===== config.mk =====
export PLATFORM = sky130hd
export DESIGN_NAME = axi4_mmio_master
export DESIGN_NICKNAME = d
export VERILOG_FILES = /design/src/rtl/axi4_pkg.sv /design/src/rtl/axi4_mmio_master.sv
export SDC_FILE = /design/constraint.sdc
export NUM_CORES = 1
export LEC_CHECK = 0
export CAP_MARGIN = 10
export CORE_AREA = 2 2 122 124
export CTS_CLUSTER_DIAMETER = 150
export DETAILED_ROUTE_END_ITERATION = 8
export DIE_AREA = 0 0 124 126
export DONT_BUFFER_PORTS = 1
export GPL_TIMING_DRIVEN = 0
export PLACE_DENSITY_LB_ADDON = 0.1
export SYNTH_ARGS = -nofsm -noshare
export SYNTH_HDL_FRONTEND = slang
export SYNTH_SLANG_ARGS = --single-unit

===== constraint.sdc =====
create_clock -name clock -period 1.9 [get_ports clock]
set_clock_uncertainty 0.15 [all_clocks]
set_input_delay 0.285 -clock clock [delete_from_list [all_inputs] [get_ports clock]]
set_output_delay 0.285 -clock clock [all_outputs]
set_load 0.01 [all_outputs]

===== src/rtl/axi4_pkg.sv =====
// -----------------------------------------------------------------------------
// axi4_pkg
// Shared constants for the AXI4 MMIO master: bus widths, AXI encodings,
// FSM state encoding and a response-merge helper.
// -----------------------------------------------------------------------------
package axi4_pkg;

    localparam int ADDR_W = 31;
    localparam int ID_W   = 4;
    localparam int DATA_W = 32;
    localparam int STRB_W = 4;
    localparam int LEN_W  = 8;

    localparam logic [2:0] AXI_SIZE_4B = 3'b010;
    localparam logic [1:0] BURST_INCR  = 2'b01;
    localparam logic [1:0] RESP_OKAY   = 2'b00;
    localparam logic [1:0] RESP_SLVERR = 2'b10;

    // FSM state encoding
    typedef logic [2:0] state_t;
    localparam state_t ST_IDLE = 3'd0;
    localparam state_t ST_AW   = 3'd1;
    localparam state_t ST_W    = 3'd2;
    localparam state_t ST_B    = 3'd3;
    localparam state_t ST_AR   = 3'd4;
    localparam state_t ST_R    = 3'd5;
    localparam state_t ST_DONE = 3'd6;

    // Keep the first non-OKAY response seen; otherwise take the new one.
    function automatic logic [1:0] merge_resp(input logic [1:0] cur,
                                              input logic [1:0] beat);
        logic [1:0] res;
        if (cur != RESP_OKAY) begin
            res = cur;
        end else begin
            res = beat;
        end
        return res;
    endfunction

endpackage


===== src/rtl/axi4_mmio_master.sv =====
// -----------------------------------------------------------------------------
// axi4_mmio_master
// Converts single burst commands into AXI4 write (AW/W/B) or read (AR/R)
// transactions and reports one completion status per command.
//
// Ports
//   clock, resetn                  : clock, async active-low reset
//   cmd_*                          : command handshake (write flag, addr, len)
//   wd_*                           : write-data stream into the master
//   rd_*                           : read-data stream out of the master
//   done_*                         : completion status handshake
//   m_axi4_aw/w/b/ar/r_*           : AXI4 master channels
// -----------------------------------------------------------------------------
module axi4_mmio_master
    import axi4_pkg::*;
#(
    parameter logic [ID_W-1:0] ID = 4'h0
) (
    input  logic              clock,
    input  logic              resetn,
    input  logic              cmd_valid,
    output logic              cmd_ready,
    input  logic              cmd_write,
    input  logic [ADDR_W-1:0] cmd_addr,
    input  logic [LEN_W-1:0]  cmd_len,
    input  logic              wd_valid,
    output logic              wd_ready,
    input  logic [DATA_W-1:0] wd_data,
    input  logic [STRB_W-1:0] wd_strb,
    output logic              rd_valid,
    input  logic              rd_ready,
    output logic [DATA_W-1:0] rd_data,
    output logic              rd_last,
    output logic              done_valid,
    input  logic              done_ready,
    output logic [1:0]        done_resp,
    output logic              m_axi4_aw_valid,
    input  logic              m_axi4_aw_ready,
    output logic [ID_W-1:0]   m_axi4_aw_id,
    output logic [ADDR_W-1:0] m_axi4_aw_addr,
    output logic [LEN_W-1:0]  m_axi4_aw_len,
    output logic [2:0]        m_axi4_aw_size,
    output logic [1:0]        m_axi4_aw_burst,
    output logic              m_axi4_w_valid,
    input  logic              m_axi4_w_ready,
    output logic [DATA_W-1:0] m_axi4_w_data,
    output logic [STRB_W-1:0] m_axi4_w_strb,
    output logic              m_axi4_w_last,
    input  logic              m_axi4_b_valid,
    output logic              m_axi4_b_ready,
    input  logic [ID_W-1:0]   m_axi4_b_id,
    input  logic [1:0]        m_axi4_b_resp,
    output logic              m_axi4_ar_valid,
    input  logic              m_axi4_ar_ready,
    output logic [ID_W-1:0]   m_axi4_ar_id,
    output logic [ADDR_W-1:0] m_axi4_ar_addr,
    output logic [LEN_W-1:0]  m_axi4_ar_len,
    output logic [2:0]        m_axi4_ar_size,
    output logic [1:0]        m_axi4_ar_burst,
    input  logic              m_axi4_r_valid,
    output logic              m_axi4_r_ready,
    input  logic [ID_W-1:0]   m_axi4_r_id,
    input  logic [DATA_W-1:0] m_axi4_r_data,
    input  logic [1:0]        m_axi4_r_resp,
    input  logic              m_axi4_r_last
);

    state_t              state_r;
    state_t              next_state_s;
    logic                cmd_ready_r;
    logic                aw_valid_r;
    logic                ar_valid_r;
    logic                b_ready_r;
    logic                done_valid_r;
    logic [ADDR_W-1:0]   addr_r;
    logic [LEN_W-1:0]    len_r;
    logic [LEN_W-1:0]    cnt_r;
    logic [1:0]          resp_r;

    logic                in_w_s;
    logic                in_r_s;
    logic                cmd_accept_s;
    logic                w_beat_s;
    logic                r_beat_s;
    logic                b_hs_s;
    logic                cnt_zero_s;
    logic                r_proto_err_s;

    assign in_w_s       = (state_r == ST_W);
    assign in_r_s       = (state_r == ST_R);
    assign cnt_zero_s   = (cnt_r == 8'd0);
    assign cmd_accept_s = cmd_valid & cmd_ready_r;
    assign w_beat_s     = m_axi4_w_valid & m_axi4_w_ready;
    assign r_beat_s     = m_axi4_r_valid & m_axi4_r_ready;
    assign b_hs_s       = m_axi4_b_valid & b_ready_r;

    // A read beat is malformed if its ID is foreign or r_last disagrees with
    // the beat counter; such bursts still end only on r_last.
    assign r_proto_err_s = (m_axi4_r_id != ID) | (m_axi4_r_last ^ cnt_zero_s);

    assign cmd_ready       = cmd_ready_r;
    assign m_axi4_aw_valid = aw_valid_r;
    assign m_axi4_aw_id    = ID;
    assign m_axi4_aw_addr  = addr_r;
    assign m_axi4_aw_len   = len_r;
    assign m_axi4_aw_size  = AXI_SIZE_4B;
    assign m_axi4_aw_burst = BURST_INCR;
    assign m_axi4_ar_valid = ar_valid_r;
    assign m_axi4_ar_id    = ID;
    assign m_axi4_ar_addr  = addr_r;
    assign m_axi4_ar_len   = len_r;
    assign m_axi4_ar_size  = AXI_SIZE_4B;
    assign m_axi4_ar_burst = BURST_INCR;

    // Write data flows straight through, but only once AW has been accepted.
    assign m_axi4_w_valid  = in_w_s & wd_valid;
    assign wd_ready        = in_w_s & m_axi4_w_ready;
    assign m_axi4_w_data   = wd_data;
    assign m_axi4_w_strb   = wd_strb;
    assign m_axi4_w_last   = in_w_s & cnt_zero_s;
    assign m_axi4_b_ready  = b_ready_r;

    assign rd_valid        = in_r_s & m_axi4_r_valid;
    assign m_axi4_r_ready  = in_r_s & rd_ready;
    assign rd_data         = m_axi4_r_data;
    assign rd_last         = m_axi4_r_last;

    assign done_valid      = done_valid_r;
    assign done_resp       = resp_r;

    // Next-state selection for the burst FSM.
    always_comb begin
        next_state_s = state_r;
        case (state_r)
            ST_IDLE: begin
                if (cmd_accept_s) begin
                    next_state_s = cmd_write ? ST_AW : ST_AR;
                end else begin
                    next_state_s = ST_IDLE;
                end
            end
            ST_AW: begin
                if (m_axi4_aw_ready) begin
                    next_state_s = ST_W;
                end else begin
                    next_state_s = ST_AW;
                end
            end
            ST_W: begin
                if (w_beat_s && cnt_zero_s) begin
                    next_state_s = ST_B;
                end else begin
                    next_state_s = ST_W;
                end
            end
            ST_B: begin
                if (b_hs_s) begin
                    next_state_s = ST_DONE;
                end else begin
                    next_state_s = ST_B;
                end
            end
            ST_AR: begin
                if (m_axi4_ar_ready) begin
                    next_state_s = ST_R;
                end else begin
                    next_state_s = ST_AR;
                end
            end
            ST_R: begin
                if (r_beat_s && m_axi4_r_last) begin
                    next_state_s = ST_DONE;
                end else begin
                    next_state_s = ST_R;
                end
            end
            ST_DONE: begin
                if (done_ready) begin
                    next_state_s = ST_IDLE;
                end else begin
                    next_state_s = ST_DONE;
                end
            end
            default: next_state_s = ST_IDLE;
        endcase
    end

    // State register and registered handshake outputs decoded from next state,
    // so each valid/ready is already high in the first cycle of its state.
    always_ff @(posedge clock or negedge resetn) begin
        if (!resetn) begin
            state_r      <= ST_IDLE;
            cmd_ready_r  <= 1'b0;
            aw_valid_r   <= 1'b0;
            ar_valid_r   <= 1'b0;
            b_ready_r    <= 1'b0;
            done_valid_r <= 1'b0;
        end else begin
            state_r      <= next_state_s;
            cmd_ready_r  <= (next_state_s == ST_IDLE);
            aw_valid_r   <= (next_state_s == ST_AW);
            ar_valid_r   <= (next_state_s == ST_AR);
            b_ready_r    <= (next_state_s == ST_B);
            done_valid_r <= (next_state_s == ST_DONE);
        end
    end

    // Command capture, beat counting and completion-status accumulation.
    always_ff @(posedge clock or negedge resetn) begin
        if (!resetn) begin
            addr_r <= {ADDR_W{1'b0}};
            len_r  <= 8'd0;
            cnt_r  <= 8'd0;
            resp_r <= RESP_OKAY;
        end else begin
            if (cmd_accept_s) begin
                addr_r <= {cmd_addr[ADDR_W-1:2], 2'b00};
                len_r  <= cmd_len;
                cnt_r  <= cmd_len;
                resp_r <= RESP_OKAY;
            end else if (in_w_s && w_beat_s) begin
                cnt_r <= cnt_zero_s ? cnt_r : (cnt_r - 8'd1);
            end else if ((state_r == ST_B) && b_hs_s) begin
                resp_r <= (m_axi4_b_id != ID) ? RESP_SLVERR : m_axi4_b_resp;
            end else if (in_r_s && r_beat_s) begin
                cnt_r  <= cnt_zero_s ? cnt_r : (cnt_r - 8'd1);
                resp_r <= r_proto_err_s ? RESP_SLVERR
                                        : merge_resp(resp_r, m_axi4_r_resp);
            end else begin
                cnt_r <= cnt_r;
            end
        end
    end

endmodule

==> flow_summary.json <==
{
  "status": "complete, no violations",
  "final_cell_mix": "buf_4, nand2_1, dfrtp_1",
  "ant_nets": 0,
  "first_global_vias": 2443,
  "ios": 309,
  "cts.sinks": 55,
  "cts_buffers": 5,
  "tns_ps": 0,
  "period_needed_ps": 1870,
  "clkTransAtPathRegs_ps": 70,
  "ys.warnings.count": 0,
  "reg2reg_depth": 6,
  "wirelength_um": 9600,
  "critPathCaptureType": "output port",
  "peakVddDrop_mv": 0.429,
  "nNetsFinal": 610,
  "dr_wl_met2_um": 4600,
  "drt-met1-wl_um": 3940,
  "dr.pass1.iters": 4,
  "worstPathArrival_ps": 1430,
  "insertion_delay_ps": 300,
  "hold-worst-slack_ps": 20.2,
  "dieArea_sq_um": 15600,
  "clockBufferDepth": 2,
  "gr-usage-all-layers_pct": 11.4,
  "drv_cap": 0,
  "syn_to_final_growth_pct": 28.4,
  "drcViolationCount": 0,
  "fmax_mhz": 535,
  "hold_depth": 2,
  "worst_slew_pin_slew_ps": 648,
  "rsz0062_at_grt": "yes",
  "avgSynthCellArea_sq_um": 8.49,
  "drive_above_1_share_pct": 34.5,
  "critPathLaunch": "cnt_r[3]$_DFFE_PN0P_",
  "hpwl_um": 7280,
  "synth_cell_type_count": 41,
  "crit_path_max_fanout": 2,
  "hold_viol": 0,
  "min_period_over_period_pct": 98.3,
  "ys_seq_elements": 55,
  "vias": 2705,
  "worstSetupPathType": "reg2out",
  "worstSetupStartpointType": "flip-flop",
  "hp-start": "cmd_len[1]",
  "synth_cells": 408,
  "worstPathRequired_ps": 1460,
  "timing.rr.start": "state_r[2]$_DFF_PN0_",
  "finalSetupViolations": 0,
  "final_common_cell": "buf_4",
  "grt.overflow.total": 0,
  "die_y_um": 126,
  "core_area_sq_um": 14300,
  "viasPerCell": 4.08,
  "yosys_most_used_dff": "dfrtp_1",
  "hp-class": "in2reg",
  "port_buffers": 0,
  "grt_start_max_net_pins": 56,
  "power.density_nw_per_um2": 1360,
  "grt_pass1_wl_um": 13600,
  "drt_iter0_drc": 88,
  "wl_per_cell_um": 14.5,
  "seq_area_frac_synth_pct": 39.7,
  "leakagePower_nw": 2.27,
  "globalplace.congestion": 0.742,
  "synth_area_sq_um": 3470,
  "ys_async_sr_fraction_pct": 100,
  "antenna_found_initial": 1,
  "wl_met3_um": 961,
  "dieWidth_um": 124,
  "synth-edff-count": 0,
  "report.final.slew_viol_count": 0,
  "cts_tree": "yes",
  "row_count": 44,
  "htreeDepth": 2,
  "root_buffer": "clkbuf_16",
  "fillers": 1522,
  "start_util_pct": 24.2,
  "top_layer_used": "met4",
  "max_slew_margin_pct": 56.8
}
-- metrics by stage --
stage	area [sq um]	std cells	total power [mW]	setup slack [ps]	util, %
after CTS	4390	661	6.07	1.15	30.7
after global routing	4450	662	6.53	-36.5	31.1
after detailed placement	3770	612	4.70	-248	26.3
final	4450	663	6.04	31.7	31.1
after floorplan	3540	428	4.21	231	-
after global placement	3770	612	4.68	-208	26.3
-- flip-flops by register name (all words and copies together) (netlist names) --
register,cells
cmd_ready,1
m_axi4_ar_valid,1
m_axi4_ar_addr,29
done_valid,1
m_axi4_b_ready,1
m_axi4_aw_valid,1
m_axi4_ar_len,8
state_r,3
cnt_r,8
done_resp,2
-- critical path, cell delays in order (launching register included) --
cell and delay [ps]:
dfrtp_2 430, nor4_4 310, and2_4 190, and3_4 210
-- cell usage after synthesis (all sizes together), types with 2 or more instances --
| cell | number | area share [%] |
|---|---|---|
| conb | 2 | 0.22 |
| a21oi | 5 | 0.72 |
| nand2 | 121 | 13 |
| a31oi | 2 | 0.36 |
| o21ai | 6 | 0.87 |
| and3 | 5 | 0.94 |
| nor2 | 11 | 1.2 |
| nor3b | 3 | 0.79 |
| mux2i | 2 | 0.58 |
| xnor2 | 2 | 0.51 |
| inv | 4 | 0.43 |
| nor2b | 2 | 0.36 |
| clkbuf | 9 | 0.97 |
| nor3 | 7 | 1.2 |
| or4 | 2 | 0.43 |
| and4b | 2 | 0.58 |
| nand3 | 7 | 1.4 |
| and2 | 6 | 1.1 |
| xor2 | 5 | 1.3 |
| buf | 132 | 28 |
| a22oi | 4 | 0.87 |
| nand4 | 3 | 0.54 |
| dfrtp | 55 | 40 |
-- worst paths after layout --
path	endpoint	slack (ps)
max	m_axi4_w_last	30
max reg2reg	cnt_r[4]$_DFFE_PN0P_	90
min in group asynchronous	m_axi4_ar_addr[3]$_DFFE_PN0N_	370
max in group asynchronous	cnt_r[3]$_DFFE_PN0P_	970
min reg2reg	m_axi4_ar_addr[26]$_DFFE_PN0N_	430
min	m_axi4_ar_len[1]$_DFFE_PN0N_	20
-- cell families (layout without fill, tap and decap cells) --
| group | after synthesis | in the layout | synth area share [%] |
|---|---|---|---|
| AO/OA/AOI/OAI | 23 | 23 | 4.62 |
| XOR/XNOR | 7 | 7 | 1.77 |
| adder cells (fa/ha/maj) | 1 | 1 | 0.361 |
| buffers and inverters | 145 | 195 | 29.9 |
| flip-flops | 55 | 55 | 39.7 |
| multiplexers | 2 | 2 | 0.578 |
| other | 2 | 23 | 0.217 |
| AND/OR/NAND/NOR | 173 | 173 | 22.9 |
-- final cells by class --
| class | count | area (sq um) | share of cell area [%] |
|---|---|---|---|
| antenna | 1 | 2.50 | 0.0562 |
| buffer | 140 | 1020 | 23.0 |
| clock buffer | 6 | 129 | 2.90 |
| clock inverter | 2 | 60.1 | 1.35 |
| inverter | 4 | 15.0 | 0.337 |
| multi-input combinational | 228 | 1170 | 26.4 |
| sequential | 55 | 1380 | 31.0 |
| tap | 184 | 230 | 5.17 |
| timing repair buffer | 43 | 438 | 9.84 |
-- per-layer routing --
layer / up-vias / GRT usage [%]
li1: 1288 / -
met1: 1235 / 14.0
met2: 177 / 19.3
met3: 5 / 3.71
met4: 0 / 2.78
met5: - / 0
-- power breakdown --
part           internal [mW]  leakage, nW  switching [mW]  total, mW
combinational           1.16         1.49            1.26       2.43
sequential              1.70        0.686           0.705       2.40
clock                  0.757       0.0911           0.447       1.20
-- what timing repair did --
item	4_1_cts	5_1_grt
hold buffers	38	1
pin swaps	2	5
gates cloned	0	0
setup buffers	3	1
endpoints found under the hold margin	96	1
endpoints found under the setup margin	28	43
resized for setup	8	11
No activity file was read; power rests on OpenSTA's default activity.
